File: config.mk
export PLATFORM = sky130hd
export DESIGN_NAME = lifo_v2_flat
export DESIGN_NICKNAME = d
export VERILOG_FILES = /design/src/rtl/lifo_v2_pkg.sv /design/src/rtl/lifo_v2_if.sv /design/src/rtl/lifo_v2_ram.sv /design/src/rtl/lifo_v2.sv /design/src/flat_wrapper.sv
export SDC_FILE = /design/constraint.sdc
export NUM_CORES = 1
export LEC_CHECK = 0
export CAP_MARGIN = 20
export CORE_MARGIN = 2
export CORE_UTILIZATION = 61
export CTS_CLUSTER_DIAMETER = 60
export DETAILED_ROUTE_END_ITERATION = 6
export GPL_TIMING_DRIVEN = 0
export PLACE_DENSITY = 0.82
export SYNTH_ARGS = -nofsm -noshare
export SYNTH_HDL_FRONTEND = slang
export SYNTH_SLANG_ARGS = --single-unit
File: constraint.sdc
create_clock -name clk_i -period 6.3 [get_ports clk_i]
set_clock_uncertainty 0.15 [all_clocks]
set_input_delay 1.575 -clock clk_i [delete_from_list [all_inputs] [get_ports clk_i]]
set_output_delay 1.575 -clock clk_i [all_outputs]
set_load 0.1 [all_outputs]
File: src/rtl/lifo_v2_pkg.sv
// lifo_v2_pkg: shared operation encoding and width helper for the lifo_v2 stack
package lifo_pkg;
    typedef enum logic [1:0] {OP_IDLE, OP_PUSH, OP_POP, OP_SWAP} lifo_op_t;
    function automatic int lifo_uw(input int depth);
        return $clog2(depth + 1);
    endfunction
endpackage

File: src/rtl/lifo_v2_if.sv
// lifo_v2_if: producer/consumer bus of the lifo_v2 stack
//   master: drives data_i, wrreq_i, rdreq_i; observes q_o, flags, usedw_o, ovf_o, udf_o
//   slave : the stack itself
interface lifo_v2_if
    import lifo_pkg::*;
#(
    parameter int DWIDTH = 8,
    parameter int DEPTH  = 8
) ();
    localparam int UW = lifo_uw(DEPTH);
    logic [DWIDTH-1:0] data_i;
    logic              wrreq_i;
    logic              rdreq_i;
    logic [DWIDTH-1:0] q_o;
    logic              empty_o;
    logic              full_o;
    logic              almost_empty_o;
    logic              almost_full_o;
    logic [UW-1:0]     usedw_o;
    logic              ovf_o;
    logic              udf_o;
    modport master (
        output data_i, wrreq_i, rdreq_i,
        input  q_o, empty_o, full_o, almost_empty_o, almost_full_o, usedw_o, ovf_o, udf_o
    );
    modport slave (
        input  data_i, wrreq_i, rdreq_i,
        output q_o, empty_o, full_o, almost_empty_o, almost_full_o, usedw_o, ovf_o, udf_o
    );
endinterface

File: src/rtl/lifo_v2_ram.sv
// lifo_v2_ram: DEPTH x DWIDTH storage, one sync write port, two async read ports
//   clk_i, we, waddr, wdata: write port; raddr1/rdata1, raddr2/rdata2: read ports
module lifo_v2_ram #(
    parameter int DWIDTH = 8,
    parameter int DEPTH  = 8,
    parameter int AW     = 3
) (
    input  logic              clk_i,
    input  logic              we,
    input  logic [AW-1:0]     waddr,
    input  logic [DWIDTH-1:0] wdata,
    input  logic [AW-1:0]     raddr1,
    input  logic [AW-1:0]     raddr2,
    output logic [DWIDTH-1:0] rdata1,
    output logic [DWIDTH-1:0] rdata2
);
    logic [DWIDTH-1:0] mem [DEPTH];
    always_ff @(posedge clk_i)
        if (we) mem[waddr] <= wdata;
    assign rdata1 = mem[raddr1];
    assign rdata2 = mem[raddr2];
endmodule

File: src/rtl/lifo_v2.sv
// lifo_v2: any-depth word stack with swap, thresholds, show-ahead option, ovf/udf pulses
//   clk_i, srst_i (sync, active-high); bus: lifo_v2_if.slave (data/requests in, q/flags/count out)
module lifo_v2
    import lifo_pkg::*;
#(
    parameter int DWIDTH       = 8,
    parameter int DEPTH        = 8,
    parameter bit SHOWAHEAD    = 1'b0,
    parameter int ALMOST_FULL  = 6,
    parameter int ALMOST_EMPTY = 2
) (
    input logic      clk_i,
    input logic      srst_i,
    lifo_v2_if.slave bus
);
    localparam int UW = lifo_uw(DEPTH);
    localparam int AW = $clog2(DEPTH);
    localparam logic [UW-1:0] DEPTH_U = UW'(DEPTH);
    localparam logic [UW-1:0] AF_U    = UW'(ALMOST_FULL);
    localparam logic [UW-1:0] AE_U    = UW'(ALMOST_EMPTY);
    logic [UW-1:0]     cnt, cnt_n;
    logic [DWIDTH-1:0] q, rd1, rd2;
    logic              empty, full, a_empty, a_full, ovf, udf;
    logic              wr, rd, is_empty, is_full;
    lifo_op_t          op;
    assign wr       = bus.wrreq_i;
    assign rd       = bus.rdreq_i;
    assign is_empty = cnt == '0;
    assign is_full  = cnt == DEPTH_U;
    // a push+pop on an empty stack degrades to a plain push
    always_comb begin
        op    = (wr && rd && !is_empty) ? OP_SWAP :
                (wr && (rd || !is_full)) ? OP_PUSH :
                (rd && !wr && !is_empty) ? OP_POP : OP_IDLE;
        cnt_n = op == OP_PUSH ? cnt + 1'b1 :
                op == OP_POP  ? cnt - 1'b1 : cnt;
    end
    lifo_v2_ram #(.DWIDTH(DWIDTH), .DEPTH(DEPTH), .AW(AW)) u_ram (
        .clk_i  (clk_i),
        .we     (op == OP_PUSH || op == OP_SWAP),
        .waddr  (AW'(op == OP_SWAP ? cnt - 1'b1 : cnt)),
        .wdata  (bus.data_i),
        .raddr1 (AW'(cnt - 1'b1)),
        .raddr2 (AW'(cnt - UW'(2))),
        .rdata1 (rd1),
        .rdata2 (rd2)
    );
    // flags come from the next count so they are exact right after the edge
    always_ff @(posedge clk_i) begin
        if (srst_i) begin
            cnt     <= '0;
            empty   <= 1'b1;
            full    <= 1'b0;
            a_empty <= 1'b1;
            a_full  <= 1'b0;
            q       <= '0;
            ovf     <= 1'b0;
            udf     <= 1'b0;
        end else begin
            cnt     <= cnt_n;
            empty   <= cnt_n == '0;
            full    <= cnt_n == DEPTH_U;
            a_empty <= cnt_n < AE_U;
            a_full  <= cnt_n >= AF_U;
            ovf     <= wr && !rd && is_full;
            udf     <= rd && is_empty;
            if (SHOWAHEAD)
                q <= (op == OP_PUSH || op == OP_SWAP) ? bus.data_i :
                     (op == OP_POP && cnt >= UW'(2)) ? rd2 : q;
            else
                q <= (op == OP_POP || op == OP_SWAP) ? rd1 : q;
        end
    end
    assign bus.q_o            = q;
    assign bus.empty_o        = empty;
    assign bus.full_o         = full;
    assign bus.almost_empty_o = a_empty;
    assign bus.almost_full_o  = a_full;
    assign bus.usedw_o        = cnt;
    assign bus.ovf_o          = ovf;
    assign bus.udf_o          = udf;
endmodule

File: src/flat_wrapper.sv
// flat-port wrapper written by rule: the top's interface ports become plain ports
module lifo_v2_flat import lifo_pkg::*;
#(
    parameter int DWIDTH       = 8,
    parameter int DEPTH        = 8,
    parameter bit SHOWAHEAD    = 1'b0,
    parameter int ALMOST_FULL  = 6,
    parameter int ALMOST_EMPTY = 2
)
  (clk_i, srst_i, bus_data_i, bus_wrreq_i, bus_rdreq_i, bus_q_o, bus_empty_o, bus_full_o, bus_almost_empty_o, bus_almost_full_o, bus_usedw_o, bus_ovf_o, bus_udf_o);
  lifo_v2_if #(.DWIDTH(DWIDTH), .DEPTH(DEPTH)) bus_i ();
  input logic clk_i;
  input logic srst_i;
  input wire logic [$bits(bus_i.data_i)-1:0] bus_data_i;
  input wire logic [$bits(bus_i.wrreq_i)-1:0] bus_wrreq_i;
  input wire logic [$bits(bus_i.rdreq_i)-1:0] bus_rdreq_i;
  output wire logic [$bits(bus_i.q_o)-1:0] bus_q_o;
  output wire logic [$bits(bus_i.empty_o)-1:0] bus_empty_o;
  output wire logic [$bits(bus_i.full_o)-1:0] bus_full_o;
  output wire logic [$bits(bus_i.almost_empty_o)-1:0] bus_almost_empty_o;
  output wire logic [$bits(bus_i.almost_full_o)-1:0] bus_almost_full_o;
  output wire logic [$bits(bus_i.usedw_o)-1:0] bus_usedw_o;
  output wire logic [$bits(bus_i.ovf_o)-1:0] bus_ovf_o;
  output wire logic [$bits(bus_i.udf_o)-1:0] bus_udf_o;
  assign bus_i.data_i = bus_data_i;
  assign bus_i.wrreq_i = bus_wrreq_i;
  assign bus_i.rdreq_i = bus_rdreq_i;
  assign bus_q_o = bus_i.q_o;
  assign bus_empty_o = bus_i.empty_o;
  assign bus_full_o = bus_i.full_o;
  assign bus_almost_empty_o = bus_i.almost_empty_o;
  assign bus_almost_full_o = bus_i.almost_full_o;
  assign bus_usedw_o = bus_i.usedw_o;
  assign bus_ovf_o = bus_i.ovf_o;
  assign bus_udf_o = bus_i.udf_o;
  lifo_v2 #(.DWIDTH(DWIDTH), .DEPTH(DEPTH), .SHOWAHEAD(SHOWAHEAD), .ALMOST_FULL(ALMOST_FULL), .ALMOST_EMPTY(ALMOST_EMPTY)) u_core (.clk_i(clk_i), .srst_i(srst_i), .bus(bus_i));
endmodule
==> results.md <==
* Crit Path Class: reg -> reg
* H-tree depth at 3
* Final period util at 60.3%
* Critical Path Start Type: register
* Post-DP Area at 0.00375 mm2
* Die Footprint at 0.00616 mm2
* Post_cts resized at 0
* Final min period at 3.80 ns
* Total track usage at 23.0%
* Via count at 1961
* Reg clk slew, reported paths at 0.07 ns
* Max Freq at 263 MHz
* CTS tree: done
* Root buf cell: clkbuf_8
* Top post-synthesis cells by area: edfxtp_1 57%, dfxtp_1 11%, mux4_2 11%
* Cell Rows at 27
* WHS at 0.348 ns
* Top cell type's share of synthesized area at 56.8%
* Most numerous cell in the Yosys netlist: edfxtp_1
* GP Congestion at 0.891
* Initial antenna violation count at 0
* Count of cell types in the netlist at 42
* Type of the most critical hold path: reg -> reg
* First-pass GRT wire length at 9.97 mm
* Final Core Density at 72.3%
* Bufs on Longest Clock Path at 2
* Slew Limit Fails at 0
* # placed instances at 311
* Worst-margin pin slew at 0.996 ns
* Setup_tns at 0 ns
* Yosys warns at 0
* Fraction of registers with async set/reset at 0%
* DRT Pass-1 Iters at 4
* Worst r2r src: u_core.bus.usedw_o[0]
* Prevailing post-synth register cell: edfxtp_1
* Fin. Hold Viols at 0
* Area grow syn2layout at 16.3%
* Post-Syn Instances at 211
* Core area at 0.00544 mm2
* Final wirelength at 6.48 mm
* CP Max Fanout at 10
* Post-CTS setup buffer count at 0
* Die Y at 78.5 um
* CTS Buf Count at 9
* Crit path DAT at 3.61 ns
* CTS Sinks at 82
* Chip width at 78.5 um
* Vias in the first global route at 1883
* Worst Setup SP: u_core.bus.usedw_o[0]
* DR WL/cell at 19.8 um
* Number of synthesized flops with an enable pin at 64
* Most frequent cells after synthesis: 64 x edfxtp_1, 22 x nor2_1, 18 x dfxtp_1, 16 x mux4_2, 11 x mux2i_1
* Worst Hold Launch: u_core.bus.q_o[2]
* Number of port buffers at 27
* Largest net degree at the start of global routing at 14
* Yosys top cell by area: edfxtp_1
* Final setup fails at 0
* Starting Density at 62.2%
* Nets at 264
* Flops & latches, synth at 82
* Syn_nets at 225
* Worst EP required at 6.11 ns
* Post-DRT Antenna Nets at 0
* Status: complete, no violations
* Mapped Area at 0.00338 mm2
* Seq/Total Area, Yosys at 67.5%
* # DRC at 0
* Io pins at 30
* Cell Pwr Density at 536 mW/mm2
* Slew margin rel. at 33.4%
* Average via count per standard cell at 6.00
* DRT iter0 DRCs at 212
* Overflow after GRT at 0
* Worst VDD drop at 0.309 mV
* Post-Syn Area per Cell at 16.0 um2
* Non-filler cells in the finished layout at 327
* Share of layout cells above drive strength 1 at 16.5%
* Final instance area at 0.00393 mm2
* Crit. End Element: register
* Max-Cap Viols at 0
* DP HPWL at 4.14 mm
* Leakage at 1.35 nW
* Clk_lat worst skew at 0.34 ns
* RSZ-0062 raised after global routing: false
* Antenna cell count at 0
* Hold Buf Count CTS at 0
==> cell usage in the layout, fill, tap and decap left out, drive strengths merged, types with 4 or more instances in the layout <==
| cell type | netlist | layout |
|---|---|---|
| edfxtp | 64 | 64 |
| clkdlybuf4s50 | 0 | 27 |
| nor2 | 23 | 23 |
| dfxtp | 18 | 18 |
| clkbuf | 5 | 18 |
| mux4 | 16 | 16 |
| mux2i | 12 | 12 |
| a211oi | 10 | 10 |
| nand2 | 8 | 8 |
| buf | 7 | 8 |
| nor3 | 5 | 5 |
| inv | 4 | 4 |
| nand2b | 4 | 4 |
| o21ai | 4 | 4 |
==> flip-flops by register name (all words and copies together) (netlist names) <==
signal                     flops
u_core.u_ram.mem              64
u_core.bus.almost_empty_o      1
u_core.bus.ovf_o               1
u_core.bus.almost_full_o       1
u_core.bus.empty_o             1
u_core.bus.usedw_o             4
u_core.bus.full_o              1
u_core.bus.q_o                 8
u_core.bus.udf_o               1
==> where the power goes <==
| group | switching (W) | total, W | internal [W] | leakage [nW] |
|---|---|---|---|---|
| Clock | 0.000174 | 0.000357 | 0.000183 | 0.0853 |
| Sequential | 0.0000378 | 0.000746 | 0.000708 | 0.729 |
| Combinational | 0.000671 | 0.00101 | 0.000338 | 0.535 |
| Total | 0.000882 | 0.00211 | 0.00123 | 1.35 |
==> through the flow <==
step	setup WS, ns	power, W
floorplan	2.53	0.00153
global route	2.26	0.00220
detailed placement	2.49	0.00177
finish	2.50	0.00211
global placement	2.30	0.00174
CTS	2.47	0.00212
==> final timing paths <==
| path | to | slack (ns) | cells after the start |
|---|---|---|---|
| max | u_core.u_ram.mem[4][0] | 2.50 | 9 |
| min | u_core.bus.q_o[2] | 0.35 | 2 |
| max reg2reg | u_core.u_ram.mem[4][0] | 2.50 | 9 |
| min reg2reg | u_core.bus.q_o[2] | 0.35 | 2 |
==> critical path, stage by stage, from the launching register on <==
cell and delay [ns]:
dfxtp_1 0.35, buf_2 0.24, buf_2 0.30, inv_1 0.14, ha_1 0.35, clkbuf_1 0.55
nand3_1 0.22, a21boi_0 0.21, o21ai_0 0.12, nor2_1 0.79
==> routing by layer <==
metal  GRT usage (%)  share of wire [%]
met1            31.2                 42
met2            35.3                 49
met3            4.94                6.6
met4            11.9                2.5
met5               0                  0
==> cell families after synthesis <==
family                   share of synthesized area, %
adder cells (fa/ha/maj)                         0.740
flip-flops                                       67.5
AND/OR/NAND/NOR                                  8.47
multiplexers                                     14.9
AO/OA/AOI/OAI                                    5.40
buffers and inverters                            2.26
XOR/XNOR                                        0.777
==> area by class of cell <==
| class | count | area, um2 |
|---|---|---|
| timing repair buffer | 28 | 275 |
| sequential | 82 | 2280 |
| clock buffer | 13 | 139 |
| tap | 72 | 90.1 |
| multi-input combinational | 113 | 1030 |
| buffer | 12 | 61.3 |
| fill | 339 | 1510 |
| clock inverter | 3 | 41.3 |
| inverter | 4 | 15.0 |
Note: power is estimated with default switching activity, not from simulation.
==> RTL edit 1, RTL diff (same flow settings) <==
`DWIDTH` is set to 8 in 4 places; all go to 10.
--- a/src/rtl/lifo_v2_if.sv
+++ b/src/rtl/lifo_v2_if.sv
@@ -5,5 +5,5 @@
     import lifo_pkg::*;
 #(
-    parameter int DWIDTH = 8,
+    parameter int DWIDTH = 10,
     parameter int DEPTH  = 8
 ) ();
--- a/src/rtl/lifo_v2_ram.sv
+++ b/src/rtl/lifo_v2_ram.sv
@@ -2,5 +2,5 @@
 //   clk_i, we, waddr, wdata: write port; raddr1/rdata1, raddr2/rdata2: read ports
 module lifo_v2_ram #(
-    parameter int DWIDTH = 8,
+    parameter int DWIDTH = 10,
     parameter int DEPTH  = 8,
     parameter int AW     = 3
--- a/src/rtl/lifo_v2.sv
+++ b/src/rtl/lifo_v2.sv
@@ -4,5 +4,5 @@
     import lifo_pkg::*;
 #(
-    parameter int DWIDTH       = 8,
+    parameter int DWIDTH       = 10,
     parameter int DEPTH        = 8,
     parameter bit SHOWAHEAD    = 1'b0,
--- a/src/flat_wrapper.sv
+++ b/src/flat_wrapper.sv
@@ -2,5 +2,5 @@
 module lifo_v2_flat import lifo_pkg::*;
 #(
-    parameter int DWIDTH       = 8,
+    parameter int DWIDTH       = 10,
     parameter int DEPTH        = 8,
     parameter bit SHOWAHEAD    = 1'b0,
Interface: changed (resized bus_data_i and bus_q_o); port bits go from 30 to 34. The function was not compared with the original's and may differ.
==> RTL edit 1 against the original RTL <==
Sequential power grew 16%. Wire length increased by 17%. Cell count rose by 13%. Worst setup slack lost 0.11 ns. Cell area rose by 20%. Synthesized area rose by 21%. Worst hold slack improved by 0.0034 ns. The flow now finishes with violations (DRC). Total power is 8.8% higher. Count of clock-buffer cells in the layout down 4. Sequential cell count increased by 18.
==> RTL edit 1: results (changes against the original RTL) <==
status=complete, but fails checks (was finished, final reports clean); failing checks=DRC; Leak=1.591 nW (was 1.350 nW); Slew headroom=29.56% (was 33.37%); total track usage=22.47% (was 22.96%); Post-synth top cells=edfxtp_1, nor2_1, dfxtp_1, mux4_2, mux2i_1 (was edfxtp_1, nor2_1, dfxtp_1); CP Data Arrival Time=3.74 ns (was 3.61 ns); residual DRC count=2 (was 0); Post-synth EDFFs=80 (was 64); post-synthesis compound-gate area fraction=5.918% (was 5.399%); drt pass-1 iters=6 (was 4); Seq/Total Area, Yosys=68.69% (was 67.46%); Largest register FFs=80 (was 64); PostCTS Resize Cnt=0 (unchanged); Nets=305 (was 264); # fillers=386 (was 339); Initial DRC Count=169 (was 212); mux cell area share after synthesis=14.66% (was 14.90%); Via density=6.019 (was 5.997); initial antenna violation count=0 (unchanged); Post-Route WL=7592 um (was 6475 um); layout cells sized above 1=19.05% (was 16.47%); vias in the first global route=2173 (was 1883); family with the most delay on the worst path=simple AND/OR/NAND/NOR gates (was buffers and inverters); Synth area leaders=edfxtp_1, mux4_2, dfxtp_1 (was edfxtp_1, dfxtp_1, mux4_2); dpl hpwl=5003 um (was 4140 um); Max clock buf depth=2 (unchanged); net count after synthesis=259 (was 225); largest net degree at the start of global routing=19 (was 14); Port Buffer Count=32 (was 27); Post-Synth XOR/XNOR Area=0.8893% (was 0.7766%); H-tree depth=3 (unchanged); VDD IR max=0.2291 mV (was 0.3090 mV); clock-pin slew on the worst setup and hold paths=0.10 ns (was 0.07 ns); share of synthesized cell area in full adder, half adder and majority cells=0.6133% (was 0.7396%); first-pass GRT wire length=11790 um (was 9970 um); RD Place Congestion=0.8121 (was 0.8914); synth unique cells=45 (was 42); clk_lat worst skew=0.36 ns (was 0.34 ns)
==> RTL edit 1: worst min-delay path, cell delays in order, from the launching register on <==
cell	delay, ns
dfxtp_1	0.32
nor2_1	0.09
a211oi_1	0.05
==> RTL edit 1: final timing paths <==
kind,start,cells after the start,slack (ns),endpoint
max,bus_rdreq_i,6,2.39,u_core.u_ram.mem[1][8]$_DFFE_PP_
min,u_core.bus.q_o[0]$_SDFFE_PP0P_,2,0.35,u_core.bus.q_o[0]$_SDFFE_PP0P_
min reg2reg,u_core.bus.q_o[0]$_SDFFE_PP0P_,2,0.35,u_core.bus.q_o[0]$_SDFFE_PP0P_
max reg2reg,u_core.bus.usedw_o[0]$_SDFF_PP0_,6,2.56,u_core.u_ram.mem[1][8]$_DFFE_PP_
==> RTL edit 1: per-stage QoR <==
step | instance area, um^2 | setup slack (ns) | std cells
after floorplan | 4080 | 2.834 | 243
after global placement | 4497 | 1.970 | 352
after detailed placement | 4497 | 1.970 | 352
after CTS | 4683 | 2.303 | 368
after global routing | 4710 | 2.184 | 371
final | 4710 | 2.393 | 371
==> RTL edit 1: kinds of logic (layout without fill, tap and decap cells) <==
logic type / after synthesis / after routing
muxes: 33 / 33
and+or+nand+nor: 54 / 54
AOI/OAI and AO/OA: 32 / 32
adders and majority gates: 2 / 2
DFF: 100 / 100
buffers and inverters: 20 / 71
xor gates and xnor gates: 2 / 2
==> RTL edit 1: cell type report <==
type,count,area (um^2),share of cell area (%)
Multi-Input combinational cell,123,1174,24.92
Timing Repair Buffer,35,346.6,7.359
Inverter,6,22.52,0.4782
Clock inverter,7,62.56,1.328
Buffer,14,81.33,1.727
Clock buffer,9,123.9,2.630
Sequential cell,100,2803,59.51
Tap cell,77,96.34,2.046
==> RTL edit 1: layer usage <==
metal	GRT usage, %	share of wire [%]	wire length, um
met3	5.005	6.3	479
met4	7.359	0.83	63
met1	31.77	43	3300
met2	35.51	49	3747
met5	0	0	0
==> RTL edit 1: report_power, final <==
| group | total [W] | internal, W | leakage, nW | switching [W] |
|---|---|---|---|---|
| combinational | 0.00106 | 0.000371 | 0.612 | 0.000685 |
| clock | 0.000379 | 0.000149 | 0.0886 | 0.000230 |
| sequential | 0.000862 | 0.000823 | 0.890 | 0.0000392 |
==> RTL edit 2, RTL diff (config.mk and constraints unchanged) <==
Made on the original files. One comparison of `cnt` changes from == to >=.
--- a/src/rtl/lifo_v2.sv
+++ b/src/rtl/lifo_v2.sv
@@ -27,5 +27,5 @@
     assign rd       = bus.rdreq_i;
     assign is_empty = cnt == '0;
-    assign is_full  = cnt == DEPTH_U;
+    assign is_full  = cnt >= DEPTH_U;
     // a push+pop on an empty stack degrades to a plain push
     always_comb begin
Check against the original RTL: no difference found for any inputs over 10 cycles, from zero or initial values and one cycle with srst_i high; that may be too few to reach the edited logic, so the function may still have changed.
==> RTL edit 2 against the original RTL <==
Synthesized area increased by 0.26%. Combinational power is 29% lower. Die area grew 0.24%. Worst hold slack improved by 0.0064 ns. Wire length is 5.1% lower. Worst setup slack worse by 0.32 ns. Total power decreased by 14%. Sequential cell count unchanged. Cell area up 1.5%. Clock power increased by 16%. Critical endpoint is now u_core.u_ram.mem[1][6]$_DFFE_PP_. Largest power group unchanged. Highest routed layer unchanged.
==> RTL edit 2: results (changes against the original RTL) <==
status=finished, final reports clean (unchanged); # fillers=342 (was 339); sequential share of power=38.1% (was 35.3%); overall power=0.001821 W (was 0.002110 W); dpl cell area=3772 um^2 (was 3754 um^2); Via density=5.863 (was 5.997); wl on met1=2591 um (was 2717 um); final worst slack=2.187 ns (was 2.502 ns); worst hold start=u_core.bus.q_o[5]$_SDFFE_PP0P_ (was u_core.bus.q_o[2]$_SDFFE_PP0P_); asr flop ratio synth=0% (unchanged); M2 GR Usage=33.42% (was 35.34%); ys flop type=edfxtp_1 (unchanged); Port Buffer Count=29 (was 27); RD Place Congestion=0.7969 (was 0.8914); WL met3=466 um (was 426 um); Slew headroom=33.89% (was 33.37%); Finished Layout Cells=322 (was 327); total track usage=22.23% (was 22.96%); Sw Share=37.49% (was 41.80%); global-route track usage on met1=30.82% (was 31.19%); Critical Path Sink=u_core.u_ram.mem[1][6]$_DFFE_PP_ (was u_core.u_ram.mem[4][0]$_DFFE_PP_); largest net degree at the start of global routing=14 (unchanged); Leak=1.374 nW (was 1.350 nW); Post-Synthesis Cells=205 (was 211); CP Data Arrival Time=3.93 ns (was 3.61 ns); VDD IR max=0.2519 mV (was 0.3090 mV); PostCTS Resize Cnt=0 (unchanged); layout cells sized above 1=20.40% (was 16.47%); CTS Buf Count=9 (unchanged); family with the most delay on the worst path=simple AND/OR/NAND/NOR gates (was buffers and inverters); synth unique cells=40 (was 42); vias in the first global route=1877 (was 1883); Initial DRC Count=170 (was 212); endpoint of the worst register-to-register path=u_core.u_ram.mem[4][4]$_DFFE_PP_ (was u_core.u_ram.mem[4][0]$_DFFE_PP_); Post-synth top cells=edfxtp_1, nor2_1, dfxtp_1 (unchanged); Nets=259 (was 264); Met2 Wirelength=2994 um (was 3169 um); Hold Slack=0.3544 ns (was 0.3480 ns); pre-CTS WS=1.862 ns (was 2.491 ns); crit-path max cell delay=0.75 ns (was 0.79 ns); Synth area leaders=edfxtp_1, dfxtp_1, mux4_2 (unchanged); Seq/Total Area, Yosys=67.28% (was 67.46%); net count after synthesis=219 (was 225); reg-to-reg setup timing slack=2.54 ns (was 2.50 ns); antenna fix cells=0 (unchanged); clock-net power=0.000414 W (was 0.000357 W); met3 Use GR=6.437% (was 4.943%); initial antenna violation count=0 (unchanged); placed cells=306 (was 311); crit path launch=bus_rdreq_i (was u_core.bus.usedw_o[0]$_SDFF_PP0_); Worst Hold End=u_core.bus.q_o[5]$_SDFFE_PP0P_ (was u_core.bus.q_o[2]$_SDFFE_PP0P_); first-pass GRT wire length=9749 um (was 9970 um); dpl hpwl=3899 um (was 4140 um)
## RTL edit 2: logic make-up (layout without fill, tap and decap cells)
| kind of cell | Yosys count | after routing | synth area share (%) |
|---|---|---|---|
| AND/OR/NAND/NOR | 45 | 45 | 7.156 |
| AO/OA/AOI/OAI | 30 | 30 | 7.119 |
| multiplexers | 25 | 25 | 13.43 |
| adder cells (fa/ha/maj) | 2 | 2 | 0.7376 |
| XOR/XNOR | 3 | 3 | 1.439 |
| buffers and inverters | 18 | 63 | 2.840 |
| flip-flops | 82 | 82 | 67.28 |
## RTL edit 2: cell type report
cell class / instances / area (um^2) / share of cell area (%)
clock buffers: 11 / 141.4 / 3.542
clock inverters: 5 / 77.57 / 1.944
repair buffers: 29 / 290.3 / 7.273
plain buffers: 13 / 77.57 / 1.944
multi-input cells: 105 / 1013 / 25.39
inverters: 5 / 18.77 / 0.4702
flip-flops and latches: 82 / 2282 / 57.18
well taps: 72 / 90.09 / 2.257
